===== src/rtl/alu_sequencer_if.sv =====
// Purpose : bundles the program-ROM fetch port and the ALU drive/result port of alu_sequencer.
// Latency : none (wires only); ROM data is expected one cycle after instr_addr, ALU result combinationally.
// Backpressure: none; both ROM and ALU are fixed-latency slaves with no stall path.
// Ports   : master = sequencer (drives instr_addr and ALU controls/operands, receives instr_data/alu_result);
//           slave  = ROM + ALU side (receives address/controls, returns instr_data/alu_result).
interface alu_sequencer_if #(
   parameter int ADDR_W = 4
);
   logic [ADDR_W-1:0] instr_addr;
   logic [7:0]        instr_data;
   logic              alu_add_sub;
   logic              alu_set_low;
   logic              alu_set_high;
   logic [7:0]        alu_operanda;
   logic [7:0]        alu_operandb;
   logic [7:0]        alu_result;

   modport master (
      output instr_addr,
      input  instr_data,
      output alu_add_sub,
      output alu_set_low,
      output alu_set_high,
      output alu_operanda,
      output alu_operandb,
      input  alu_result
   );

   modport slave (
      input  instr_addr,
      output instr_data,
      input  alu_add_sub,
      input  alu_set_low,
      input  alu_set_high,
      input  alu_operanda,
      input  alu_operandb,
      output alu_result
   );
endinterface


===== src/rtl/alu_sequencer.sv =====
// Purpose : micro-sequencer fetching 8-bit instructions from a sync ROM, driving the 8-bit ALU, writing back to 4x8 regs.
// Latency : 3 cycles per instruction (FETCH/DECODE/EXEC); a run is 3*PROG_LEN busy cycles plus one DONE cycle.
// Backpressure: none; i_start is only honoured in IDLE and ignored while busy or in DONE.
// Ports   : i_clk, i_reset (sync, active high), i_start; bus (ROM fetch + ALU drive, master side);
//           o_reg_out = R3 (motor pattern), o_busy (FETCH..EXEC), o_done (one-cycle pulse in DONE).
module alu_sequencer #(
   parameter int ADDR_W   = 4,
   parameter int PROG_LEN = 16
) (
   input  logic            i_clk,
   input  logic            i_reset,
   input  logic            i_start,
   alu_sequencer_if.master bus,
   output logic [7:0]      o_reg_out,
   output logic            o_busy,
   output logic            o_done
);

   typedef enum logic [2:0] {
      S_IDLE,
      S_FETCH,
      S_DECODE,
      S_EXEC,
      S_DONE
   } state_t;

   localparam logic [ADDR_W-1:0] LAST_PC = ADDR_W'(PROG_LEN - 1);

   state_t            r_state;
   state_t            w_state_nxt;
   logic [ADDR_W-1:0] r_pc;
   logic [7:0]        r_ir;
   logic [7:0]        r_regs [4];

   // Instruction fields; rs and imm4 share the low bits of the instruction.
   logic [1:0] w_op;
   logic [1:0] w_rd;
   logic [1:0] w_rs;
   logic [3:0] w_imm;

   logic       w_add_sub;
   logic       w_set_low;
   logic       w_set_high;
   logic [7:0] w_opa;
   logic [7:0] w_opb;
   logic       w_last;

   assign w_op   = r_ir[7:6];
   assign w_rd   = r_ir[5:4];
   assign w_rs   = r_ir[3:2];
   assign w_imm  = r_ir[3:0];
   assign w_last = (r_pc == LAST_PC);

   // State register.
   always_ff @(posedge i_clk) begin
      if (i_reset) begin
         r_state <= S_IDLE;
      end else begin
         r_state <= w_state_nxt;
      end
   end

   // Next-state and ALU drive. The ALU sees a quiet bus (all zero) outside EXEC.
   always_comb begin
      w_state_nxt = r_state;
      w_add_sub   = 1'b0;
      w_set_low   = 1'b0;
      w_set_high  = 1'b0;
      w_opa       = 8'h00;
      w_opb       = 8'h00;
      case (r_state)
         S_IDLE: begin
            if (i_start) begin
               w_state_nxt = S_FETCH;
            end
         end
         S_FETCH: begin
            w_state_nxt = S_DECODE;
         end
         S_DECODE: begin
            w_state_nxt = S_EXEC;
         end
         S_EXEC: begin
            w_opa = r_regs[w_rd];
            case (w_op)
               2'b00: begin
                  w_opb = r_regs[w_rs];
               end
               2'b01: begin
                  w_add_sub = 1'b1;
                  w_opb     = r_regs[w_rs];
               end
               2'b10: begin
                  w_set_low = 1'b1;
                  w_opb     = {4'h0, w_imm};
               end
               default: begin
                  w_set_high = 1'b1;
                  w_opb      = {4'h0, w_imm};
               end
            endcase
            w_state_nxt = w_last ? S_DONE : S_FETCH;
         end
         S_DONE: begin
            w_state_nxt = S_IDLE;
         end
         default: begin
            w_state_nxt = S_IDLE;
         end
      endcase
   end

   // Datapath: pc, instruction register and register file. Reset overrides any
   // writeback on the same edge, so an aborted EXEC leaves no trace.
   always_ff @(posedge i_clk) begin
      if (i_reset) begin
         r_pc <= '0;
         r_ir <= 8'h00;
         for (int i = 0; i < 4; i++) begin
            r_regs[i] <= 8'h00;
         end
      end else begin
         case (r_state)
            S_IDLE: begin
               if (i_start) begin
                  r_pc <= '0;
               end
            end
            S_DECODE: begin
               r_ir <= bus.instr_data;
            end
            S_EXEC: begin
               // Operands were read combinationally from the pre-write regs,
               // so rd == rs uses the old value.
               r_regs[w_rd] <= bus.alu_result;
               if (!w_last) begin
                  r_pc <= r_pc + 1'b1;
               end
            end
            S_DONE: begin
               // pc only wraps back to 0 on the way out of a run.
               r_pc <= '0;
            end
            default: begin
            end
         endcase
      end
   end

   assign bus.instr_addr   = r_pc;
   assign bus.alu_add_sub  = w_add_sub;
   assign bus.alu_set_low  = w_set_low;
   assign bus.alu_set_high = w_set_high;
   assign bus.alu_operanda = w_opa;
   assign bus.alu_operandb = w_opb;

   assign o_reg_out = r_regs[3];
   assign o_busy    = (r_state == S_FETCH) || (r_state == S_DECODE) || (r_state == S_EXEC);
   assign o_done    = (r_state == S_DONE);

endmodule

===== src/flat_wrapper.sv =====
// flat-port wrapper written by rule: the top's interface ports become plain ports
module alu_sequencer_flat 
#(
   parameter int ADDR_W   = 4,
   parameter int PROG_LEN = 16
)
  (i_clk, i_reset, i_start, o_reg_out, o_busy, o_done, bus_instr_addr, bus_instr_data, bus_alu_add_sub, bus_alu_set_low, bus_alu_set_high, bus_alu_operanda, bus_alu_operandb, bus_alu_result);
  alu_sequencer_if #(.ADDR_W(ADDR_W)) bus_i ();
  input  logic i_clk;
  input  logic i_reset;
  input  logic i_start;
  output logic [7:0] o_reg_out;
  output logic o_busy;
  output logic o_done;
  output wire logic [$bits(bus_i.instr_addr)-1:0] bus_instr_addr;
  input wire logic [$bits(bus_i.instr_data)-1:0] bus_instr_data;
  output wire logic [$bits(bus_i.alu_add_sub)-1:0] bus_alu_add_sub;
  output wire logic [$bits(bus_i.alu_set_low)-1:0] bus_alu_set_low;
  output wire logic [$bits(bus_i.alu_set_high)-1:0] bus_alu_set_high;
  output wire logic [$bits(bus_i.alu_operanda)-1:0] bus_alu_operanda;
  output wire logic [$bits(bus_i.alu_operandb)-1:0] bus_alu_operandb;
  input wire logic [$bits(bus_i.alu_result)-1:0] bus_alu_result;
  assign bus_instr_addr = bus_i.instr_addr;
  assign bus_i.instr_data = bus_instr_data;
  assign bus_alu_add_sub = bus_i.alu_add_sub;
  assign bus_alu_set_low = bus_i.alu_set_low;
  assign bus_alu_set_high = bus_i.alu_set_high;
  assign bus_alu_operanda = bus_i.alu_operanda;
  assign bus_alu_operandb = bus_i.alu_operandb;
  assign bus_i.alu_result = bus_alu_result;
  alu_sequencer #(.ADDR_W(ADDR_W), .PROG_LEN(PROG_LEN)) u_core (.i_clk(i_clk), .i_reset(i_reset), .i_start(i_start), .bus(bus_i), .o_reg_out(o_reg_out), .o_busy(o_busy), .o_done(o_done));
endmodule

===== config.mk =====
export PLATFORM = sky130hd
export DESIGN_NAME = alu_sequencer_flat
export DESIGN_NICKNAME = d
export VERILOG_FILES = /design/src/rtl/alu_sequencer_if.sv /design/src/rtl/alu_sequencer.sv /design/src/flat_wrapper.sv
export SDC_FILE = /design/constraint.sdc
export NUM_CORES = 1
export LEC_CHECK = 0
export ABC_CLOCK_PERIOD_IN_PS = 1650
export BUFFER_PORTS_ARGS = -buffer_cell sky130_fd_sc_hd__clkbuf_2
export CORE_ASPECT_RATIO = 0.9
export CORE_MARGIN = 3
export CORE_UTILIZATION = 30
export CTS_CLUSTER_DIAMETER = 200
export DETAILED_ROUTE_END_ITERATION = 8
export SKIP_LAST_GASP = 1
export SLEW_MARGIN = 5
export SYNTH_ARGS = -nofsm -noshare
export SYNTH_HDL_FRONTEND = slang
export SYNTH_SLANG_ARGS = --single-unit

===== constraint.sdc =====
create_clock -name i_clk -period 1.65 [get_ports i_clk]
set_input_delay 0.165 -clock i_clk [delete_from_list [all_inputs] [get_ports i_clk]]
set_output_delay 0.165 -clock i_clk [all_outputs]
set_load 0.01 [all_outputs]

==> run metrics <==
hold crit path type input port to register; Critical Path End Type output port; antenna cell count 0; CP Cell Sequence buf_12 > mux4_2 > mux2i_1 > nor2_1 > clkbuf_2; clock group share of total power approximately 36%; clk_lat worst skew 0.31 ns; PortBufs 51; largest net degree at the start of global routing 22; H-tree levels 2; total track usage 12.6%; slowest CP cell mux4_2; FF+latch count, synth 51; CP top delay family multiplexers; Crit Path Category register to output port; full die area around 0.0096 mm^2; P&R area growth vs syn 26.2%; unrepaired setup endpoints after global routing yes; first-pass GRT wire length around 8900 um; initial core utilization a little under a third; post-DR vias/cell approximately 4.8; Worst VDD drop roughly 0.35 mV; CTS Sinks 51; Chip Height about 93 um; outcome finished with violations; Buf/Inv on CP 2; sequential-to-total area share from yosys stat about 53%; post-synth cell types 35; Cell Area, Synth roughly 0.0025 mm^2; final net count approximately 270; Net Sw Frac between 20% and 30%; layout cell share with drive strength beyond 1 44.0%; startpoint types register; Slew @ Worst Pin 0.540 ns; syn nets between 200 and 250; CP Max Fanout 6; Int Pwr 2220 uW; synthesized area per cell ~13 um^2; Worst-path clk slew around 0.090 ns; Finished Layout Cells around 350; IO Count 52; Leakage around 0.0012 uW; slack of the critical path -0.161 ns; drt first pass iters 4; total grt overflow 0; Setup Viol. Count Final 16; routed wire length 5780 um; clock root buffer clkbuf_8; slowest stage delay, CP ~0.48 ns; Worst EP required ~1.5 ns; # hold bufs at CTS 0; RR Startpoint u_core.r_state[0]; Slew headroom about 64%; Max-Cap Viols 0; prevailing post-synth register cell edfxtp_1; routed wire length per instance around 16 um; Async S/R FF share, synth 0%; Placed Cells 341; deepest clock path buffer count 2; Comb pwr share 12.7%; Inserted Clock Buffers 5; Post-synth EDFFs 32; share of power burned in registers about half; commonest non-fill, non-tap cell in the layout clkbuf_2; min Tclk post-route between 1.5 and 2 ns; final hold vios 0; Core Region roughly 0.0081 mm^2; number of global-route vias before repair 1,642; setup TNS -1.48 ns; initial antenna violation count 0; Max Fclk roughly 550 MHz; Final Cycle Share 110%; HPWL after DPL between 4000 and 5000 um; chip width approximately 100 um; Detailed Route Iter0 Violations 63; FP Rows 31; placer congestion estimate 0.812; Ys Warns 0; commonest cells after routing, fill and taps aside clkbuf_2 (42), and2_1 (34), edfxtp_1 (32); WP data arrival 1.65 ns; Pins Over Slew Limit 0; Hold Crit Start bus_instr_data[0]; final antenna-violating net count 0; DRC 0; Net Sw Power ~650 uW; violations in the final reports negative setup slack; Vias between 1,500 and 2,000; P per Cell Area roughly 900 mW/mm^2; TritonCTS clock tree built; Mapped Cells 194; clk_skew 0.0102 ns
==> metrics by stage <==
| stage | hold WS (ns) | setup slack (ns) | total power (uW) | area [um^2] | util, % |
|---|---|---|---|---|---|
| 5_1_grt | 0.0984 | -0.244 | 3000 | 3200 | 39.2 |
| 3_3_place_gp | 0.411 | 0.130 | 1850 | 2950 | 36.3 |
| 4_1_cts | 0.0851 | -0.191 | 2890 | 3120 | 38.3 |
| 3_5_place_dp | 0.417 | 0.0936 | 1850 | 2950 | 36.3 |
| 2_1_floorplan | 0.312 | 0.226 | 1710 | 2530 | - |
| 6_report | 0.0992 | -0.161 | 2870 | 3200 | 39.2 |
==> area by class of cell <==
class                   instances  area, um^2
clock buffers                   5        68.8
clock inverters                 3        67.6
fillers                       789        4950
inverters                       2        7.51
multi-input cells             127        1140
flip-flops and latches         51        1360
well taps                      99         124
repair buffers                 64         433
==> flip-flops by register name (all words and copies together), names as in the netlist, named ones only <==
name,count
u_core.bus.instr_addr,4
u_core.r_state,3
u_core.r_regs,32
u_core.r_ir,8
==> power by group through the flow <==
stage	sequential, uW	combinational [uW]	clock (uW)
floorplan	1470	242	0
global placement	1500	351	0
detailed placement	1500	352	0
CTS	1480	357	1060
global route	1490	397	1120
finish	1480	363	1030
==> cell usage after synthesis (2+ instances only) <==
master / number / area (um^2)
nand3b_1: 4 / 30.0
mux2i_1: 13 / 130
inv_1: 2 / 7.51
dfxtp_1: 19 / 380
o22ai_1: 2 / 12.5
and3_1: 2 / 12.5
buf_2: 7 / 35.0
nor3b_1: 7 / 52.6
and4bb_2: 2 / 25.0
edfxtp_1: 32 / 961
nand2_1: 2 / 7.51
nor2_1: 16 / 60.1
mux4_2: 16 / 360
nand2b_1: 2 / 12.5
or2_2: 3 / 18.8
and2_1: 42 / 263
a31o_2: 2 / 17.5
clkbuf_1: 4 / 15.0
==> final timing paths <==
check | to | slack [ns] | cells past startpoint
worst max-delay path | bus_alu_operandb[3] | -0.16 | 5
worst min-delay path | u_core.r_ir[0] | 0.1 | 3
worst max register to register | u_core.r_regs[0][2] | 0.20 | 3
worst min register to register | u_core.r_ir[0] | 0.50 | 2
==> cells by family (layout without fill, tap and decap cells) <==
| family | count (synthesis) | after routing | synth area share, % |
|---|---|---|---|
| AOI/OAI and AO/OA | 9 | 9 | 2.67 |
| xor gates and xnor gates | 1 | 1 | 0.346 |
| adders and majority gates | 1 | 1 | 0.494 |
| buffers and inverters | 16 | 74 | 2.91 |
| DFF | 51 | 51 | 52.9 |
| muxes | 29 | 29 | 19.4 |
| and+or+nand+nor | 87 | 87 | 21.3 |
==> worst min-delay path, stage by stage <==
cell	delay [ns]
clkbuf_2	0.08
mux2i_1	0.06
nor2_1	0.07
==> what timing repair did <==
action                                  CTS  global route
resized for setup                        10            27
pin swaps                                 8             1
cloned                                    0             0
endpoints found under the setup margin   19            19
buffers inserted                          1             1
==> metal layers <==
layer	track usage, %	vias to the layer above	part of all wire, %
met5	0	-	0
met4	2.91	0	0.90
met3	3.65	6	5.9
li1	-	826	-
met1	17.8	823	47
met2	19.1	45	46
Power figures use the tool's default switching activity.
